## src/rtl/prescaled_down_timer.sv

```systemverilog
// Loadable, prescaled binary down-counter for countdown displays: one step every
// PRESC clocks, a one-cycle zero_tick on arrival at zero, then stop or auto-reload.
module prescaled_down_timer #(
    parameter int N     = 8,
    parameter int PRESC = 7400000,
    parameter int PW    = 23
) (
    input  logic         clk,
    input  logic         reset,
    input  logic         load,
    input  logic [N-1:0] load_val,
    input  logic         start,
    input  logic         pause,
    input  logic         auto_reload,
    output logic [N-1:0] q,
    output logic         zero_tick,
    output logic         busy,
    output logic         done
);

    typedef enum logic [1:0] {
        S_IDLE,
        S_RUN,
        S_PAUSED,
        S_DONE
    } state_t;

    localparam logic [PW-1:0] PRESC_LAST = PW'(PRESC - 1);
    localparam logic [N-1:0]  ONE        = N'(1);

    state_t        state, state_d;
    logic [N-1:0]  q_d;
    logic [N-1:0]  reload_reg, reload_d;
    logic [PW-1:0] presc, presc_d;
    logic          tick_d;

    // NOTE: every variable gets a default before any branch, so no path leaves one unassigned and no latch is inferred.
    always_comb begin
        state_d  = state;
        q_d      = q;
        reload_d = reload_reg;
        presc_d  = presc;
        tick_d   = 1'b0;

        if (load) begin
            q_d      = load_val;
            reload_d = load_val;
            presc_d  = '0;
            state_d  = S_IDLE;
        end else begin
            unique case (state)
                S_IDLE: begin
                    if (start && q != '0) begin
                        state_d = S_RUN;
                        presc_d = '0;
                    end
                end
                S_RUN: begin
                    // A step landing in the same cycle as pause is dropped; presc stays put.
                    if (pause) begin
                        state_d = S_PAUSED;
                    end else if (presc == PRESC_LAST) begin
                        presc_d = '0;
                        if (q > ONE) begin
                            q_d = q - ONE;
                        end else if (auto_reload && reload_reg != '0) begin
                            q_d    = reload_reg;
                            tick_d = 1'b1;
                        end else begin
                            q_d     = '0;
                            tick_d  = 1'b1;
                            state_d = S_DONE;
                        end
                    end else begin
                        presc_d = presc + PW'(1);
                    end
                end
                S_PAUSED: begin
                    if (start && !pause) state_d = S_RUN;
                end
                S_DONE: begin
                    if (start && reload_reg != '0) begin
                        q_d     = reload_reg;
                        presc_d = '0;
                        state_d = S_RUN;
                    end
                end
                default: state_d = S_IDLE;
            endcase
        end
    end

    // NOTE: sequential state uses non-blocking assignments so every register samples pre-edge values.
    always_ff @(posedge clk or posedge reset) begin
        if (reset) begin
            state      <= S_IDLE;
            q          <= '0;
            reload_reg <= '0;
            presc      <= '0;
            zero_tick  <= 1'b0;
        end else begin
            state      <= state_d;
            q          <= q_d;
            reload_reg <= reload_d;
            presc      <= presc_d;
            zero_tick  <= tick_d;
        end
    end

    assign busy = (state == S_RUN);
    assign done = (state == S_DONE);

endmodule

```

## config.mk

```make
export PLATFORM = sky130hd
export DESIGN_NAME = prescaled_down_timer
export DESIGN_NICKNAME = d
export VERILOG_FILES = /design/src/rtl/prescaled_down_timer.sv
export SDC_FILE = /design/constraint.sdc
export NUM_CORES = 1
export LEC_CHECK = 0
export BUFFER_PORTS_ARGS = -buffer_cell sky130_fd_sc_hd__buf_2
export CORE_MARGIN = 1.5
export CORE_UTILIZATION = 59
export CTS_BUF_LIST = sky130_fd_sc_hd__clkbuf_8 sky130_fd_sc_hd__clkbuf_16
export CTS_CLUSTER_DIAMETER = 80
export CTS_CLUSTER_SIZE = 10
export DETAILED_ROUTE_END_ITERATION = 12
export PLACE_DENSITY = 0.8
export SLEW_MARGIN = 10
export SYNTH_ARGS = -nofsm -noshare
export SYNTH_HDL_FRONTEND = slang
export SYNTH_SLANG_ARGS = --single-unit
```

## constraint.sdc

```tcl
create_clock -name clk -period 2.7 [get_ports clk]
set_input_delay 0 -clock clk [delete_from_list [all_inputs] [get_ports clk]]
set_output_delay 0 -clock clk [all_outputs]
set_load 0.005 [all_outputs]
```

== Word level (Yosys, flattened, before mapping) ==
Index checks and enable logic that the tools add are counted.
Word-level totals
  flip-flop bits (word level): 42
  input port bits: 14
  output and inout port bits: 11
Cells by class
  add/sub/neg operators: 2
  magnitude comparators: 1
  equal/unequal tests: 12
  muxes and demuxes: 27
  reductions and logical operators: 13
Operator list (count)
  two-way mux 23 bit: 5
  case mux 23 bit (3 select lines): 1
  two-way mux 8 bit: 6
  adder 23 x 1 -> 23 bit, second input constant: 1
  == test 23 bit, second input constant: 1
  two-way mux 2 bit: 8
  case mux 8 bit (2 select lines): 1
  nonzero test 8 bit: 2
  != test 3 bit, second input constant: 3
  greater-than comparator 8 x 1 -> 1 bit, second input constant: 1
  != test 4 bit, second input constant: 2
  case mux 2 bit (4 select lines): 1
  AND reduction 4 bit: 2
  subtractor 8 x 1 -> 8 bit, second input constant: 1
  != test 3 x 2 -> 1 bit, second input constant: 2
  AND reduction 6 bit: 1
  two-way mux 1 bit: 5
  == test 2 bit, second input constant: 2
  logical AND 1 bit: 4
  != test 4 x 3 -> 1 bit, second input constant: 1
  nonzero test 4 bit: 1
  nonzero test 3 bit: 1
  == test 2 x 1 -> 1 bit, second input constant: 1
  logical NOT 2 bit: 1
  logical NOT 1 bit: 1

== Longest topological paths before layout ==
  depth after elaboration: 8
  mapped depth: 10

== Worst setup path after synthesis ==
Ideal clock, no wire load.
  path type: register to register
  from: reg state[1]
  to: reg presc[4]
  setup time: 0.092 ns
  arrival: 2.000 ns
  data required time: 2.608 ns
  setup slack: 0.608 ns
  cell stages (with the launch flop): 10
  buffers on the path: 1
  cells stage by stage: dfrtp_1 inv_1 ha_1 nand2b_1 inv_1 a32o_1 or2_1 buf_6 or3_4 o31ai_2
Between the ends
  word-level cells in the longest chain between the ends: 3
RTL lines
  start, declared: RTL line 31  | state_t state, state_d;
  start signal, assigned: RTL line 102  | state <= state_d;
  == test 2 x 1 -> 1 bit (*)
  named net busy: RTL line 17  | output logic busy,
  != test 3 bit (no line), or another cell as far along
  AND reduction 4 bit (no line) or two-way mux 23 bit (tied branches)
  end signal, assigned: RTL line 105  | presc <= presc_d;
  end, declared: RTL line 34  | logic [PW-1:0] presc, presc_d;
The timed path passes the listed nets; every way through them passes the cells marked *.
A chain may end at the register's enable or synchronous reset.

== Worst setup path after layout ==
  from: reg state[1]
  to: reg presc[4]
Between the ends
  word-level cells in the longest chain between the ends: 3
RTL lines
  == test 2 bit, or another cell as far along: RTL line 51  | unique case (state)
  != test 3 x 2 -> 1 bit (no line), or another cell as far along
  AND reduction 4 bit (no line) or two-way mux 23 bit (tied branches)
Several ways; a longest one is shown, not always the timed one.

==> results list <==
- During synthesis, Yosys emitted a total of 0 warnings.
* Part of the power in combinational logic: 36.6%
- Placer's final routability congestion estimate: 0.874
- Detail-routed via count per cell: 6.04
* Pwr Density: 732 nW/um^2
- Yosys top cell area share: 41.5%
* Number of distinct library cells after synthesis: 49
- Crit path buf inv count: 2
- Num ports: 25
- Number of buffers inserted by port buffering: 24
* Endpoint class of the critical path: flop
- The repair_antennas step left the layout with diodes totalling 0.
* Overall die area: 4690 sq um
- STA puts the critical path data arrival time at 2.69 ns.
- The number of global-route vias before repair came to 2032.
- Entering global routing, the biggest net connects 43 pins.
- Of all nets on the critical path, the largest fanout is 13.
- After clock tree synthesis, the clock-pin slew on the worst setup and hold paths is 0.08 ns.
- Internal Power: 1.30 mW
- Layout filler cell count: 321
* Max IR drop VDD: 0.418 mV
* Sequential Power Share: 39.8%
* Wire length of the first global-routing pass: 9480 microns
* Cell repeated most along the worst path: sky130_fd_sc_hd__inv_1
- The clock network is responsible for 23.6% of the overall power.
- Traced cell by cell, the critical path runs through inv_1 -> ha_1 -> nand2b_1 -> inv_1 -> a32o_1 -> or2_1 -> or3_4 -> o31ai_2.
* Cell with the largest stage delay on the worst path: sky130_fd_sc_hd__dfrtp_1
- Synthesis handed over a netlist of 273 instances.
- Flip-flop and latch count after synthesis: 42
- The clock arrives with 0.0103 ns of skew.
- The final layout contains routed wiring with a total length of 5750 microns.
* Post-CTS sizing: 0
* Leading post-synthesis cells by cell area: sky130_fd_sc_hd__dfrtp_1 42%, sky130_fd_sc_hd__xnor2_1 6.6%, sky130_fd_sc_hd__o21ai_0 4.3%, sky130_fd_sc_hd__nor2_1 4.3%, sky130_fd_sc_hd__ha_1 4.0%
- Footprint of the multi-input gates: 1350 sq um
- Max Cap Viol: 0
- H-tree depth: 2
- Worst hold path class: input pin to flop
- Initial core utilization: 62.4%
- Hold violation total from the final report: 0
- Among all flip-flop cells after synthesis, the most frequent one is sky130_fd_sc_hd__dfrtp_1.
- Pins Over Slew Limit: 0
- Setup repair after global routing missed its margin: false
- Drt drc: 0
* Library cell with the largest summed area after synthesis: sky130_fd_sc_hd__dfrtp_1
- The initial antenna violation count came to 0.
- The detailed router finished its first iteration with 211 violations.
- Global router's overall resource usage: 27.2%
- The completed layout was analyzed and its total power is 2.08 mW.
* Num CTS Buffers: 5
- Counting along the longest clock path gives a buffer depth of 2.
- For this run, the detailed router's first-pass iteration total came to 5.
* Pin slew with the least headroom to its limit: 0.541 ns
- HPWL Detailed: 4010 microns
- In this design, the largest share of critical-path delay is due to simple AND/OR/NAND/NOR gates.
* Flip-flop count of the largest register, all copies and words added: 23
- In this run the cell area of the synthesized design comes to 2530 sq um.
- CTS placed an instance of sky130_fd_sc_hd__clkbuf_8 at the clock tree root.
- Syn nets: 295
- Placed cell count: 343
* Worst hold slack after final layout: 0.0144 ns
- Counting I/O delays and the setup requirement, the final critical path takes 2.47 ns.
- CTS tree: built
* Post-Layout Cell Count: 357
- Final instance area: 2850 sq um
* Syn avg cell area: 9.28 sq um
- In the final design database the tool counted 328 nets.
* Kind of launch point of the worst setup path: flop
* Layout overhead on the synthesized area: 12.5%
- In this run the standard cell core region covers 4060 sq um.
* CP Data Required Time: 2.92 ns
- For this design the total switching power over the nets is 0.788 mW.
* Clock Sinks: 42
- Proportion of synthesized chip area in sequential cells: 41.5%
- Number of vias in the routed layout: 2157
* Register Area: 1050 sq um
- Dividing the detail-routed wire length by the instance count gives 16.1 microns.
- Number of enable-type register cells in the synthesized netlist: 0
* Critical path class: flop to flop
* Status: finished clean
* Setup tns final: 0 ns
* Final worst path period share: 91.4%
- The total overflow left after global routing is 0.
- Clock latency on the worst-skew pair: 0.30 ns
- Net switching is 37.8% of the power.
* Detail Route Antenna Nets: 0
* Setup-failing EPs final: 0
- Measured along the y axis, the die boundary spans 68.5 microns.
- Worst stage delay on the critical path: 0.41 ns
- Site Rows: 23
- Instance area after placement: 2680 sq um
- Worst relative slew slack: 64.0%
- The post-route netlist has 16.0% of its cells at a drive strength greater than 1.
* Die W: 68.5 microns
- Async set-or-reset flop fraction in the synthesized netlist: 100%
* Static Leakage: 1.21 nW
- FMAX: 405 MHz
-- routing by layer --
| layer | track usage [%] | share of wire (%) | up-vias |
|---|---|---|---|
| li1 | - | - | 1048 |
| met3 | 5.68 | 5.6 | 7 |
| met2 | 43.5 | 48 | 73 |
| met5 | 0 | 0 | - |
| met1 | 34.9 | 45 | 1029 |
| met4 | 13.0 | 1.4 | 0 |
-- final timing paths --
check | slack, ns | depth (start not counted) | endpoint | startpoint
max in group asynchronous | 1.95 | 4 | presc[22]$_DFFE_PP0P_ | reset
setup reg to reg | 0.23 | 8 | presc[4]$_DFFE_PP0P_ | state[1]$_DFFE_PP0P_
min in group asynchronous | 0.36 | 4 | q[1]$_DFFE_PP0P_ | reset
hold reg to reg | 0.52 | 1 | presc[1]$_DFFE_PP0P_ | presc[1]$_DFFE_PP0P_
hold / removal | 0.01 | 3 | reload_reg[2]$_DFFE_PP0P_ | load_val[2]
setup / recovery | 0.23 | 8 | presc[4]$_DFFE_PP0P_ | state[1]$_DFFE_PP0P_
-- worst min-delay path: stages --
cell and delay [ns]:
sky130_fd_sc_hd__buf_2 0.08, sky130_fd_sc_hd__nand2_1 0.06, sky130_fd_sc_hd__o21ai_0 0.12
-- cells in the final DEF, fill, tap and decap left out, types with 2 or more instances in the layout --
cell type / instances
sky130_fd_sc_hd__a221oi_1: 2
sky130_fd_sc_hd__o21ai_0: 22
sky130_fd_sc_hd__nor2_1: 29
sky130_fd_sc_hd__nor4b_1: 5
sky130_fd_sc_hd__nand2b_1: 6
sky130_fd_sc_hd__clkinv_2: 2
sky130_fd_sc_hd__nand2_1: 21
sky130_fd_sc_hd__nand3_1: 11
sky130_fd_sc_hd__nand4_1: 6
sky130_fd_sc_hd__o22ai_1: 2
sky130_fd_sc_hd__a222oi_1: 2
sky130_fd_sc_hd__xnor2_1: 19
sky130_fd_sc_hd__or3_1: 3
sky130_fd_sc_hd__o31ai_2: 2
sky130_fd_sc_hd__buf_2: 24
sky130_fd_sc_hd__a21o_1: 3
sky130_fd_sc_hd__dfrtp_1: 42
sky130_fd_sc_hd__inv_1: 15
sky130_fd_sc_hd__nor3b_1: 3
sky130_fd_sc_hd__buf_4: 5
sky130_fd_sc_hd__ha_1: 8
sky130_fd_sc_hd__nor3_1: 8
sky130_fd_sc_hd__nor4_1: 15
sky130_fd_sc_hd__nor4_2: 2
sky130_fd_sc_hd__a21oi_1: 5
sky130_fd_sc_hd__and2_1: 6
sky130_fd_sc_hd__clkbuf_8: 5
sky130_fd_sc_hd__and3_1: 4
sky130_fd_sc_hd__mux2_2: 2
sky130_fd_sc_hd__dlygate4sd3_1: 6
-- repair_timing --
item                                    in CTS  in global routing
endpoints found under the setup margin       0                  0
hold buffers                                 6                  0
endpoints found under the hold margin       47                  0
setup buffers                                0                  0
-- per-stage QoR --
stage	utilization [%]	worst slack, ns
2_1_floorplan	-	0.608
3_3_place_gp	66.0	0.398
3_5_place_dp	66.0	0.284
4_1_cts	70.2	0.282
5_1_grt	70.2	0.0461
6_report	70.2	0.231
-- final cells by class --
type | count | share of cell area, %
Tap cell | 50 | 2.20
Clock buffer | 5 | 2.42
Timing Repair Buffer | 35 | 7.65
Clock inverter | 3 | 1.41
Inverter | 15 | 1.98
Sequential cell | 42 | 36.9
Multi-Input combinational cell | 207 | 47.5
-- power by group through the flow --
stage	Sequential (mW)	Combinational (mW)	Clock (mW)
2_1_floorplan	0.821	0.561	0
3_3_place_gp	0.837	0.723	0
3_5_place_dp	0.839	0.747	0
4_1_cts	0.827	0.759	0.502
5_1_grt	0.843	0.847	0.524
6_report	0.829	0.762	0.492
-- cell families after synthesis --
| family | Yosys count | share of synthesized area (%) |
|---|---|---|
| flip-flops | 42 | 41.5 |
| AND/OR/NAND/NOR | 124 | 26.2 |
| XOR/XNOR | 20 | 6.92 |
| multiplexers | 3 | 1.28 |
| AO/OA/AOI/OAI | 52 | 15.0 |
| adder cells (fa/ha/maj) | 8 | 3.95 |
| buffers and inverters | 24 | 5.14 |
-- synthesized netlist by cell type, types with 2 or more instances --
cell and number:
sky130_fd_sc_hd__a21o_1 3, sky130_fd_sc_hd__a21oi_1 5, sky130_fd_sc_hd__a221oi_1 2, sky130_fd_sc_hd__a222oi_1 2
sky130_fd_sc_hd__and2_1 6, sky130_fd_sc_hd__and3_1 4, sky130_fd_sc_hd__buf_2 2, sky130_fd_sc_hd__buf_6 5
sky130_fd_sc_hd__clkbuf_1 2, sky130_fd_sc_hd__dfrtp_1 42, sky130_fd_sc_hd__ha_1 8, sky130_fd_sc_hd__inv_1 15
sky130_fd_sc_hd__mux2_2 2, sky130_fd_sc_hd__nand2_1 21, sky130_fd_sc_hd__nand2b_1 6, sky130_fd_sc_hd__nand3_1 11
sky130_fd_sc_hd__nand4_1 6, sky130_fd_sc_hd__nor2_1 29, sky130_fd_sc_hd__nor3_1 8, sky130_fd_sc_hd__nor3b_1 3
sky130_fd_sc_hd__nor4_1 15, sky130_fd_sc_hd__nor4_2 2, sky130_fd_sc_hd__nor4b_1 5, sky130_fd_sc_hd__o21ai_0 22
sky130_fd_sc_hd__o22ai_1 2, sky130_fd_sc_hd__o31ai_2 2, sky130_fd_sc_hd__or3_1 3, sky130_fd_sc_hd__xnor2_1 19
(Power assumes the default switching activity.)
